## config.mk

```make
export PLATFORM = sky130hd
export DESIGN_NAME = dmem_arbiter
export DESIGN_NICKNAME = d
export VERILOG_FILES = /design/src/rtl/dmem_arbiter.sv
export SDC_FILE = /design/constraint.sdc
export NUM_CORES = 1
export LEC_CHECK = 0
export BUFFER_PORTS_ARGS = -buffer_cell sky130_fd_sc_hd__buf_4
export CAP_MARGIN = 20
export CORE_ASPECT_RATIO = 1.1
export CORE_MARGIN = 3
export CORE_UTILIZATION = 45
export DETAILED_ROUTE_END_ITERATION = 12
export PLACE_DENSITY = 0.8
export RECOVER_POWER = 100
export SYNTH_ARGS = -nofsm -noshare
export SYNTH_HDL_FRONTEND = slang
export SYNTH_SLANG_ARGS = --single-unit
```

## constraint.sdc

```tcl
create_clock -name clk -period 2.5 [get_ports clk]
set_input_delay 0.25 -clock clk [delete_from_list [all_inputs] [get_ports clk]]
set_output_delay 0.25 -clock clk [all_outputs]
set_load 0.02 [all_outputs]
```

## src/rtl/dmem_arbiter.sv

```systemverilog
// rtl/dmem_arbiter.sv - two-port data-memory arbiter with range check
//
// Purpose: shares one single-cycle data memory between the pipeline MEM
// stage (port 0) and a DMA/debug master (port 1). One transaction runs at
// a time through IDLE -> ACCESS (-> RESP for reads).
//
// Configuration macro: DMEM_ARB_RR_EN
//   defined   : round-robin arbitration between the two ports
//   undefined : fixed priority, port 0 wins
//
// Ports:
//   clk, reset_n                 clock, asynchronous active-low reset
//   pN_req, pN_we                request, 1 = write / 0 = read
//   pN_addr, pN_wdata            word address and write data (held until gnt)
//   pN_gnt                       one-cycle accept pulse
//   pN_err                       one-cycle out-of-range pulse (with gnt)
//   pN_rvalid, pN_rdata          read response; rdata holds until next read
//   memread, memwrite            data-memory strobes (ACCESS cycle only)
//   address, writedata           data-memory address and write data
//   readdata                     data-memory read data, valid with memread
module dmem_arbiter #(
  parameter int ADDR_LIMIT = 128
) (
  input  logic        clk,
  input  logic        reset_n,
  input  logic        p0_req,
  input  logic        p0_we,
  input  logic [31:0] p0_addr,
  input  logic [31:0] p0_wdata,
  output logic        p0_gnt,
  output logic        p0_rvalid,
  output logic [31:0] p0_rdata,
  output logic        p0_err,
  input  logic        p1_req,
  input  logic        p1_we,
  input  logic [31:0] p1_addr,
  input  logic [31:0] p1_wdata,
  output logic        p1_gnt,
  output logic        p1_rvalid,
  output logic [31:0] p1_rdata,
  output logic        p1_err,
  output logic        memread,
  output logic        memwrite,
  output logic [31:0] address,
  output logic [31:0] writedata,
  input  logic [31:0] readdata
);

  typedef enum logic [1:0] {IDLE, ACCESS, RESP} state_t;

  state_t      state;
  state_t      state_next;
  logic        lat_we;
  logic        lat_port;
  logic [31:0] lat_addr;
  logic [31:0] lat_wdata;
  logic        any_req;
  logic        win;
  logic        addr_err;

  assign any_req  = p0_req | p1_req;
  assign addr_err = (lat_addr >= 32'(ADDR_LIMIT));

  // Memory-side address/data come straight from the transaction registers,
  // so they read 0 after reset and are stable for the whole ACCESS cycle.
  assign address   = lat_addr;
  assign writedata = lat_wdata;

`ifdef DMEM_ARB_RR_EN
  // rr_prio names the port that wins a tie; it flips to the other port on
  // every grant, error grants included.
  logic rr_prio;

  always_comb begin
    win = p1_req;
    if (p0_req && p1_req) begin
      win = rr_prio;
    end
  end

  always_ff @(posedge clk or negedge reset_n) begin
    if (!reset_n) begin
      rr_prio <= 1'b0;
    end else if (state == ACCESS) begin
      rr_prio <= ~lat_port;
    end
  end
`else
  // Port 1 only wins when port 0 is not requesting.
  assign win = ~p0_req;
`endif

  always_ff @(posedge clk or negedge reset_n) begin
    if (!reset_n) begin
      state     <= IDLE;
      lat_we    <= 1'b0;
      lat_port  <= 1'b0;
      lat_addr  <= 32'h0;
      lat_wdata <= 32'h0;
      p0_rdata  <= 32'h0;
      p1_rdata  <= 32'h0;
    end else begin
      state <= state_next;
      if (state == IDLE && any_req) begin
        lat_port  <= win;
        lat_we    <= win ? p1_we    : p0_we;
        lat_addr  <= win ? p1_addr  : p0_addr;
        lat_wdata <= win ? p1_wdata : p0_wdata;
      end
      if (state == ACCESS && !lat_we && !addr_err) begin
        if (lat_port) begin
          p1_rdata <= readdata;
        end else begin
          p0_rdata <= readdata;
        end
      end
    end
  end

  always_comb begin
    state_next = state;
    p0_gnt     = 1'b0;
    p1_gnt     = 1'b0;
    p0_err     = 1'b0;
    p1_err     = 1'b0;
    p0_rvalid  = 1'b0;
    p1_rvalid  = 1'b0;
    memread    = 1'b0;
    memwrite   = 1'b0;
    case (state)
      IDLE: begin
        if (any_req) begin
          state_next = ACCESS;
        end
      end
      ACCESS: begin
        p0_gnt = ~lat_port;
        p1_gnt = lat_port;
        if (addr_err) begin
          p0_err     = ~lat_port;
          p1_err     = lat_port;
          state_next = IDLE;
        end else if (lat_we) begin
          memwrite   = 1'b1;
          state_next = IDLE;
        end else begin
          memread    = 1'b1;
          state_next = RESP;
        end
      end
      RESP: begin
        p0_rvalid  = ~lat_port;
        p1_rvalid  = lat_port;
        state_next = IDLE;
      end
      default: begin
        state_next = IDLE;
      end
    endcase
  end

endmodule
```

==> results of run 1 <==
[cells in the mapped netlist, drive strengths merged]
| library cell | instances |
|---|---|
| mux2 | 64 |
| nor2 | 70 |
| nand3 | 1 |
| nor4 | 7 |
| inv | 2 |
| nor3 | 5 |
| clkbuf | 18 |
| nand4 | 1 |
| o21a | 1 |
| mux2i | 65 |
| buf | 12 |
| or4 | 1 |
| nand2b | 2 |
| a21oi | 67 |
| dfrtp | 132 |
| nor3b | 2 |
[power by group]
| part | internal (W) | switching [W] |
|---|---|---|
| Clock | 0.00195 | 0.000920 |
| Combinational | 0.000429 | 0.000756 |
| Sequential | 0.00237 | 0.000165 |
| Total | 0.00475 | 0.00184 |
[worst max-delay path, delay by kind of cell (launching register included)]
kind | cells | cell delay, ns
and+or+nand+nor | 3 | 0.82
buffers and inverters | 2 | 0.45
DFF | 1 | 0.41
[cell families (layout without fill, tap and decap cells)]
family | after synthesis | in the layout | synth area share [%]
flops | 132 | 132 | 58.1
buf+inv | 32 | 345 | 2.60
mux | 129 | 129 | 26.1
simple gates | 89 | 89 | 7.19
compound gates | 68 | 68 | 6.03
[sequential cells by signal, summed over array words and instances, names as in the netlist]
name and count:
p1_rdata 32, address 32, writedata 32, state 2
p0_rdata 32, lat_port 1, lat_we 1
[routing by layer]
| layer | share of wire [%] | global-route usage [%] | wire [um] | up-vias |
|---|---|---|---|---|
| li1 | - | - | - | 2176 |
| met1 | 39 | 26.2 | 6490 | 2252 |
| met2 | 52 | 41.3 | 8700 | 215 |
| met3 | 7.5 | 6.95 | 1250 | 28 |
| met4 | 2.1 | 9.39 | 348 | 0 |
| met5 | 0 | 0 | 0 | - |
[through the flow]
| step | cells | setup WS (ns) | total power, W | hold WS, ns |
|---|---|---|---|---|
| 6_report | 917 | 0.165 | 0.00659 | 0.0667 |
| 5_1_grt | 917 | 0.0555 | 0.00685 | 0.0524 |
| 4_1_cts | 917 | 0.156 | 0.00688 | 0.0635 |
| 3_5_place_dp | 884 | 0.192 | 0.00401 | 0.426 |
| 3_3_place_gp | 884 | 0.196 | 0.00396 | 0.413 |
| 2_1_floorplan | 450 | 0.310 | 0.00321 | -0.0456 |
[cell type report]
class / count / area (sq um) / share of cell area, %
Tap cell: 154 / 193 / 2.36
Clock inverter: 12 / 225 / 2.75
Multi-Input combinational cell: 286 / 2140 / 26.2
Inverter: 2 / 7.51 / 0.0918
Clock buffer: 20 / 467 / 5.70
Sequential cell: 132 / 3300 / 40.4
Timing Repair Buffer: 311 / 1840 / 22.5
[final timing paths]
path,end,startpoint,slack [ns],cells after the start
min in group asynchronous,p0_rdata[2],reset_n,0.95,3
max in group asynchronous,writedata[19],reset_n,0.36,3
max,memread,address[30],0.17,5
min,p1_rdata[23],readdata[23],0.07,2
max reg2reg,p1_rdata[22],address[13],0.21,5
min reg2reg,p1_rdata[27],p1_rdata[27],0.50,1
[what timing repair did]
| item | CTS | global route |
|---|---|---|
| hold endpoints to repair | 11 | 0 |
| hold buffers | 1 | 0 |
| endpoints found under the setup margin | 0 | 0 |
==> key figures, run 1 <==
Status
  – Status: complete, but fails checks
  – Failing checks: capacitance limit, slew limit

STA
  – Final setup fails: 0
  – RSZ-0062 raised after global routing: false
  – Final period util: ~93%
  – Peak Freq: ~430 MHz
  – Least-Margin Pin Slew: between 1.5 and 2 ns
  – Final Hold Fails: 0
  – Max-slew headroom: -20.3%
  – Slew Viols, Final: between 100 and 150
  – Clock skew: around 0.009 ns
  – Setup TNS: 0 ns
  – Minimum clock period: around 2.3 ns

Cells and area
  – Most common cell after layout, fill and taps aside: buf_4
  – Fill cell count: approximately 1000
  – Area Overhead vs Synth: 43.9%
  – Final instance area: roughly 8000 sq um
  – Final nets: roughly 920
  – Inserted Diodes: 0
  – Final Util: between 60% and 70%
  – Most frequent cells in the layout: 168 x buf_4, 133 x clkbuf_1, 132 x dfrtp_1, 70 x nor2_1, 67 x a21oi_1
  – Layout cells sized above 1: about a third

Clock tree
  – Worst-Skew Late Latency: between 0.4 and 0.5 ns
  – Post-cts repair resize count: 0
  – H-tree depth: 4
  – TritonCTS clock tree: yes
  – Clk sinks: roughly 130
  – CTS buffer count: 17
  – Clock buffer depth: 2
  – Clk root buf: clkbuf_16
  – Reg clk slew, reported paths: approximately 0.060 ns
  – Post-CTS Setup Bufs: 0

Drt
  – DR pass1 iterations: 4
  – Routed wire length: between 15 and 20 mm
  – Via count: between 4000 and 5000
  – Final antenna-violating net count: 0
  – Vias per cell: slightly above 5
  – DRC Markers: 0
  – WL/cell: roughly 18 um
  – First DRT Iteration DRCs: approximately 340

Yosys
  – Synth top area cells: dfrtp_1 58%, mux2i_1 11%, mux2_4 7.9%
  – Post-synth net total: roughly 620
  – Library cells used by synthesis: 21
  – Average size of a mapped cell: ~13 sq um
  – Register area share after synthesis: roughly three fifths
  – Flops & latches, synth: approximately 130
  – Mapped Area: roughly 5700 sq um
  – Post-synth top area cell: dfrtp_1
  – Yosys top cell area share: between 50% and 60%
  – Yosys warns: 0
  – Mapped Cells: 450

Die
  – DIE AREA: 14000 sq um
  – Starting Density: ~47%
  – Die extent in x: between 100 and 150 um
  – Row Count: 42
  – Die height: approximately 120 um
  – Core Region: ~12000 sq um
  – Io pins: between 300 and 400

Global route
  – GR Overflow Total: 0
  – First-pass GRT wire length: approximately 25 mm
  – Vias in the first global route: ~4800
  – Total Routing Usage GR: a little under a quarter
  – Largest net degree at the start of global routing: between 100 and 150
  – Initial antenna violation count: 0

Worst setup path
  – Critical-path top delay cell: dfrtp_1
  – Crit path DAT: about 2.1 ns
  – CP peak stage delay: between 0.4 and 0.5 ns
  – CP startpoint kind: register
  – Req. time, crit path: 2.25 ns
  – CP Cell Sequence: nor4_1, nand3_1, clkbuf_1, nor3_1, clkbuf_2
  – Kind of critical path: register to output port
  – Critical Path Fanout Max: 5
  – CP Capture Type: output port

Power
  – P_leak: approximately 3.9 nW
  – P per Cell Area: 806 nW/um^2
  – Peak VDD IR: a little under 500 uV

Place
  – Cell Area, Placed: around 8100 sq um
  – Port Buffer Count: ~300
  – DP Wirelength: 12.5 mm
  – Gpl congestion: around 0.82

Job
  – Number of max-cap violations: 1

Worst hold path
  – HP Class: primary input to register
Power figures use the tool's default switching activity.
==> inputs of run 2 (changes only) <==
SETUP_SLACK_MARGIN = 0.4   (was unset)
==> run 2 against run 1 <==
  * The run now ends clean
  * Clock power decreased by 7.0%
  * Utilization increased by 2.6 points
  * Routed wire length increased by 8.1%
  * Setup slack improved by 0.0013 ns
  * Count of clock-buffer cells in the layout increased by 4
  * Sequential cell count unchanged
  * Combinational power increased by 5%
  * Final cell count increased by 1.6%
  * Worst hold slack got worse by 0.0037 ns
  * Fmax about the same
  * Critical endpoint is now p1_rdata[20]
  * Largest power group unchanged
==> key figures, run 2 (same netlist as run 1, synthesis figures left out) <==
Clock tree
  – H-tree depth: 4
  – Clock buffer depth: 2
  – Clk root buf: clkbuf_16
  – CTS buffer count: 17
  – TritonCTS clock tree: yes
  – Worst-Skew Late Latency: between 0.4 and 0.5 ns
  – Clk sinks: roughly 130
  – Reg clk slew, reported paths: 0.06 ns

Cells and area
  – Inserted Diodes: 0
  – Most common cell after layout, fill and taps aside: buf_4
  – Layout cells sized above 1: approximately 34%
  – Fill cell count: roughly 1000
  – Most frequent cells in the layout: 173 x buf_4, 137 x clkbuf_1, 128 x dfrtp_1, 69 x nor2_1, 67 x a21oi_1
  – Post-route insts no fill: around 930
  – Final nets: 931
  – Area Overhead vs Synth: 49.5%

Place
  – DP Wirelength: ~12 mm
  – Port Buffer Count: between 300 and 400
  – Gpl congestion: 0.797
  – Cells after DPL: 886

STA
  – RSZ-0062 raised after global routing: true
  – Final setup fails: 0
  – Final period util: about 93%
  – Max-slew headroom: about 14%
  – Minimum clock period: approximately 2.3 ns
  – Least-Margin Pin Slew: between 1 and 1.5 ns
  – Clock skew: between 0.01 and 0.015 ns
  – Peak Freq: 429 MHz
  – Final Hold Fails: 0
  – Setup TNS: 0 ns
  – Slew Viols, Final: 0

Worst setup path
  – Req. time, crit path: between 2 and 3 ns
  – Critical-path top delay cell: or4_4
  – CP Capture Type: register
  – Kind of critical path: register to register
  – CP Cell Sequence: nor4_1, nand3_1, or4_4, buf_2, mux2_4
  – CP peak stage delay: a little over 0.6 ns
  – Top delay family on crit path: simple AND/OR/NAND/NOR gates
  – Critical Path Fanout Max: 8
  – Crit path DAT: about 2.6 ns
  – Crit. path cell count: 5
  – CP startpoint kind: register
  – R2R depth: 5
  – WP buf/inv: 1

Die
  – Row Count: between 40 and 50
  – Io pins: ~300
  – Die extent in x: roughly 110 um
  – Starting Density: around 47%
  – Die height: 124 um
  – Core Region: approximately 12000 sq um
  – DIE AREA: approximately 14000 sq um

Drt
  – DRC Markers: 0
  – First DRT Iteration DRCs: between 200 and 300
  – DR pass1 iterations: 4
  – Routed wire length: about 18 mm
  – WL/cell: between 15 and 20 um
  – Final antenna-violating net count: 0
  – Vias per cell: 5.18
  – Via count: 4824

Global route
  – Largest net degree at the start of global routing: 61
  – First-pass GRT wire length: about 25 mm
  – Total Routing Usage GR: between 20 and 25%
  – Vias in the first global route: 4864
  – GR Overflow Total: 0
  – Initial antenna violation count: 0

Status
  – Status: complete, no violations

Power
  – P per Cell Area: between 700 and 800 nW/um^2
  – Peak VDD IR: slightly above 500 uV
  – P_leak: approximately 4 nW

Job
  – Number of max-cap violations: 0

Worst hold path
  – Hold depth: 2
  – HP Class: primary input to register
[run 2: changes by cell type in the layout (fill, tap and decap cells not counted), sizes merged]
cell and delta:
bufinv -2, clkbuf +6, buf +13, clkinvlp -2
[run 2: per-layer routing]
metal / GRT usage [%] / wire length (um)
met3: 7.34 / 1350
met2: 41.7 / 9730
met1: 25.4 / 6550
met5: 0 / 0
met4: 10.1 / 527
[run 2: timing repair]
action | in CTS | in global routing
pin swaps | 5 | 4
gates cloned | 1 | 5
resized for setup | 10 | 36
endpoints found under the hold margin | 46 | 0
hold buffers | 1 | 0
endpoints found under the setup margin | 68 | 68
setup buffers | 3 | 4
[run 2: cell type report]
cell class | count | area, sq um | area share (%)
Clock buffer | 24 | 492 | 5.78
Timing Repair Buffer | 326 | 2070 | 24.4
Clock inverter | 8 | 146 | 1.72
Multi-Input combinational cell | 286 | 2280 | 26.8
Inverter | 2 | 7.51 | 0.0883
Sequential cell | 132 | 3310 | 38.9
Tap cell | 154 | 193 | 2.27
[run 2: where the power goes]
part	internal, W	switching [W]
clock	0.00177	0.000896
sequential	0.00237	0.000175
combinational	0.000475	0.000772
[run 2: per-stage QoR]
| step | instance area, sq um | hold WS, ns | utilization (%) | setup WS (ns) | total power, W |
|---|---|---|---|---|---|
| 3_3_place_gp | 8170 | 0.302 | 67.0 | 0.235 | 0.00396 |
| 5_1_grt | 8500 | 0.0541 | 69.7 | 0.140 | 0.00675 |
| 3_5_place_dp | 8170 | 0.315 | 67.0 | 0.184 | 0.00400 |
| 2_1_floorplan | 5690 | -0.0456 | - | 0.332 | 0.00321 |
| 4_1_cts | 8920 | 0.0587 | 73.2 | 0.327 | 0.00670 |
| 6_report | 8500 | 0.0630 | 69.7 | 0.166 | 0.00647 |
[run 2: path summary, 6_finish.rpt]
check	from	endpoint	slack [ns]
hold reg to reg	p0_rdata[28]	p0_rdata[28]	0.49
setup / recovery	address[25]	p1_rdata[20]	0.17
min in group asynchronous	reset_n	p0_rdata[19]	0.64
hold / removal	readdata[23]	p1_rdata[23]	0.06
max in group asynchronous	reset_n	address[21]	0.56
setup reg to reg	address[25]	p1_rdata[20]	0.17
[run 2: worst reg2reg max path, stage by stage, from the launching register on]
cell and delay [ns]:
dfrtp_1 0.39, nor4_1 0.37, nand3_1 0.20, or4_4 0.62, buf_2 0.27, mux2_4 0.35
==> inputs of run 3 (changes only) <==
CORE_ASPECT_RATIO = unset   (was 1.1)
CORE_MARGIN = 2   (was 3)
TNS_END_PERCENT = 5   (was unset)
==> run 3 against run 2 <==
  * Count of clock-buffer cells in the layout shrank 4
  * Combinational power about the same
  * Critical path depth stayed put
  * Clock power fell by 22%
  * Non-clock buffer count fell by 9
  * Final cell count is 0.43% higher
  * Critical path type unchanged
  * Sequential power about the same
  * Die area fell by 3.4%
  * Utilization shrank 3.2 points
  * Worst hold slack better by 0.0069 ns
  * Register-to-register slack improved by 0.08 ns
  * Fmax grew 3.5%
==> key figures, run 3 (same netlist as run 1, synthesis figures left out) <==
Status
  – Status: complete, no violations

Drt
  – Via count: between 4000 and 5000
  – Vias per cell: roughly 4.9
  – Routed wire length: 16.4 mm
  – DRC Markers: 0
  – Final antenna-violating net count: 0
  – DR pass1 iterations: 4
  – First DRT Iteration DRCs: about 170
  – WL/cell: approximately 18 um

Global route
  – Total Routing Usage GR: around a quarter
  – First-pass GRT wire length: 24.2 mm
  – Vias in the first global route: 4701
  – Largest net degree at the start of global routing: 133
  – Initial antenna violation count: 0
  – GR Overflow Total: 0

STA
  – RSZ-0062 raised after global routing: true
  – Clock skew: around 0.0097 ns
  – Slew Viols, Final: 0
  – Minimum clock period: 2.25 ns
  – Setup TNS: 0 ns
  – Hold WS: between 0.06 and 0.07 ns
  – Peak Freq: 444 MHz
  – Least-Margin Pin Slew: 0.888 ns
  – Max-slew headroom: between 40% and 50%
  – Final Hold Fails: 0
  – Final period util: roughly nine tenths
  – Final setup fails: 0

Power
  – P_leak: 3.98 nW
  – Peak VDD IR: 403 uV
  – P per Cell Area: 708 nW/um^2

Cells and area
  – Most frequent cells in the layout: 169 x buf_4, 136 x clkbuf_1, 129 x dfrtp_1, 70 x nor2_1, 67 x a21oi_1
  – Final nets: between 900 and 1000
  – Area Overhead vs Synth: 45.8%
  – Most common cell after layout, fill and taps aside: buf_4
  – Final Util: between 60% and 70%
  – Inserted Diodes: 0
  – Layout cells sized above 1: approximately a third
  – Final instance area: between 8000 and 9000 sq um
  – Post-route insts no fill: about 940

Clock tree
  – CTS buffer count: 17
  – Clk root buf: clkbuf_16
  – Clk sinks: between 100 and 150
  – Worst-Skew Late Latency: roughly 0.4 ns
  – Reg clk slew, reported paths: approximately 0.050 ns
  – Clock buffer depth: 2
  – TritonCTS clock tree: yes
  – H-tree depth: 4

Place
  – Cell Area, Placed: 8200 sq um
  – DP Wirelength: 11.9 mm
  – Cells after DPL: between 900 and 1000
  – Port Buffer Count: 301
  – Gpl congestion: ~0.8

Worst setup path
  – Req. time, crit path: roughly 2.8 ns
  – Kind of critical path: register to register
  – Crit path DAT: approximately 2.5 ns
  – CP Capture Type: register
  – CP startpoint kind: register
  – Critical Path Fanout Max: 16

Die
  – Io pins: about 300
  – DIE AREA: about 14000 sq um
  – Die extent in x: roughly 120 um
  – Row Count: just over 40
  – Starting Density: 45.6%
  – Die height: 116 um
  – Core Region: around 12000 sq um

Job
  – Number of max-cap violations: 0

Worst hold path
  – HP Class: primary input to register
-- run 3: per-stage QoR --
stage | setup slack (ns) | total power, W
global placement | 0.235 | 0.00398
global route | 0.136 | 0.00614
finish | 0.246 | 0.00587
detailed placement | 0.182 | 0.00401
CTS | 0.318 | 0.00613
floorplan | 0.332 | 0.00321
-- run 3: path summary, 6_finish.rpt --
check,from,end,slack [ns],cells after the start
max in group asynchronous,reset_n,address[16],1.35,3
hold reg to reg,p1_rdata[25],p1_rdata[25],0.49,1
min in group asynchronous,reset_n,p0_rdata[10],0.51,3
setup reg to reg,address[31],p1_rdata[11],0.25,5
setup / recovery,address[31],p1_rdata[11],0.25,5
hold / removal,readdata[21],p1_rdata[21],0.07,2
-- run 3: cell type report --
cell class,instances,area (sq um)
clock buffers,20,437
clock inverters,7,41.3
fillers,1038,4180
inverters,2,7.51
multi-input cells,286,2250
flip-flops and latches,132,3310
well taps,172,215
repair buffers,317,2040
-- run 3: layer usage --
layer  vias up  part of all wire (%)  global-route usage [%]  wire length, um
met3        25                   7.8                    7.16             1290
li1       2190                     -                       -                -
met1      2210                    38                    27.4             6170
met2       201                    52                    41.7             8560
met4         0                   2.3                    10.8              379
met5         -                     0                       0                0
-- run 3: repair_timing --
item | in CTS | in global routing
cloned | 1 | 2
gates resized for setup | 9 | 6
hold buffers | 1 | 0
setup buffers | 1 | 2
pin swaps | 2 | 6
setup endpoints to repair | 68 | 68
endpoints found under the hold margin | 75 | 0
-- run 3: power by group --
group          total, W  internal [W]  switching (W)  leakage (nW)
logic           0.00125      0.000477       0.000770          2.16
registers       0.00255       0.00237       0.000176          1.57
clock network   0.00208       0.00123       0.000852         0.237
total           0.00587       0.00408        0.00180          3.98
-- run 3: critical path, stage by stage (launching register included) --
cell,delay (ns)
dfrtp_1,0.42
nor4_4,0.28
nand4_1,0.18
or4_1,0.68
buf_12,0.24
mux2_1,0.32
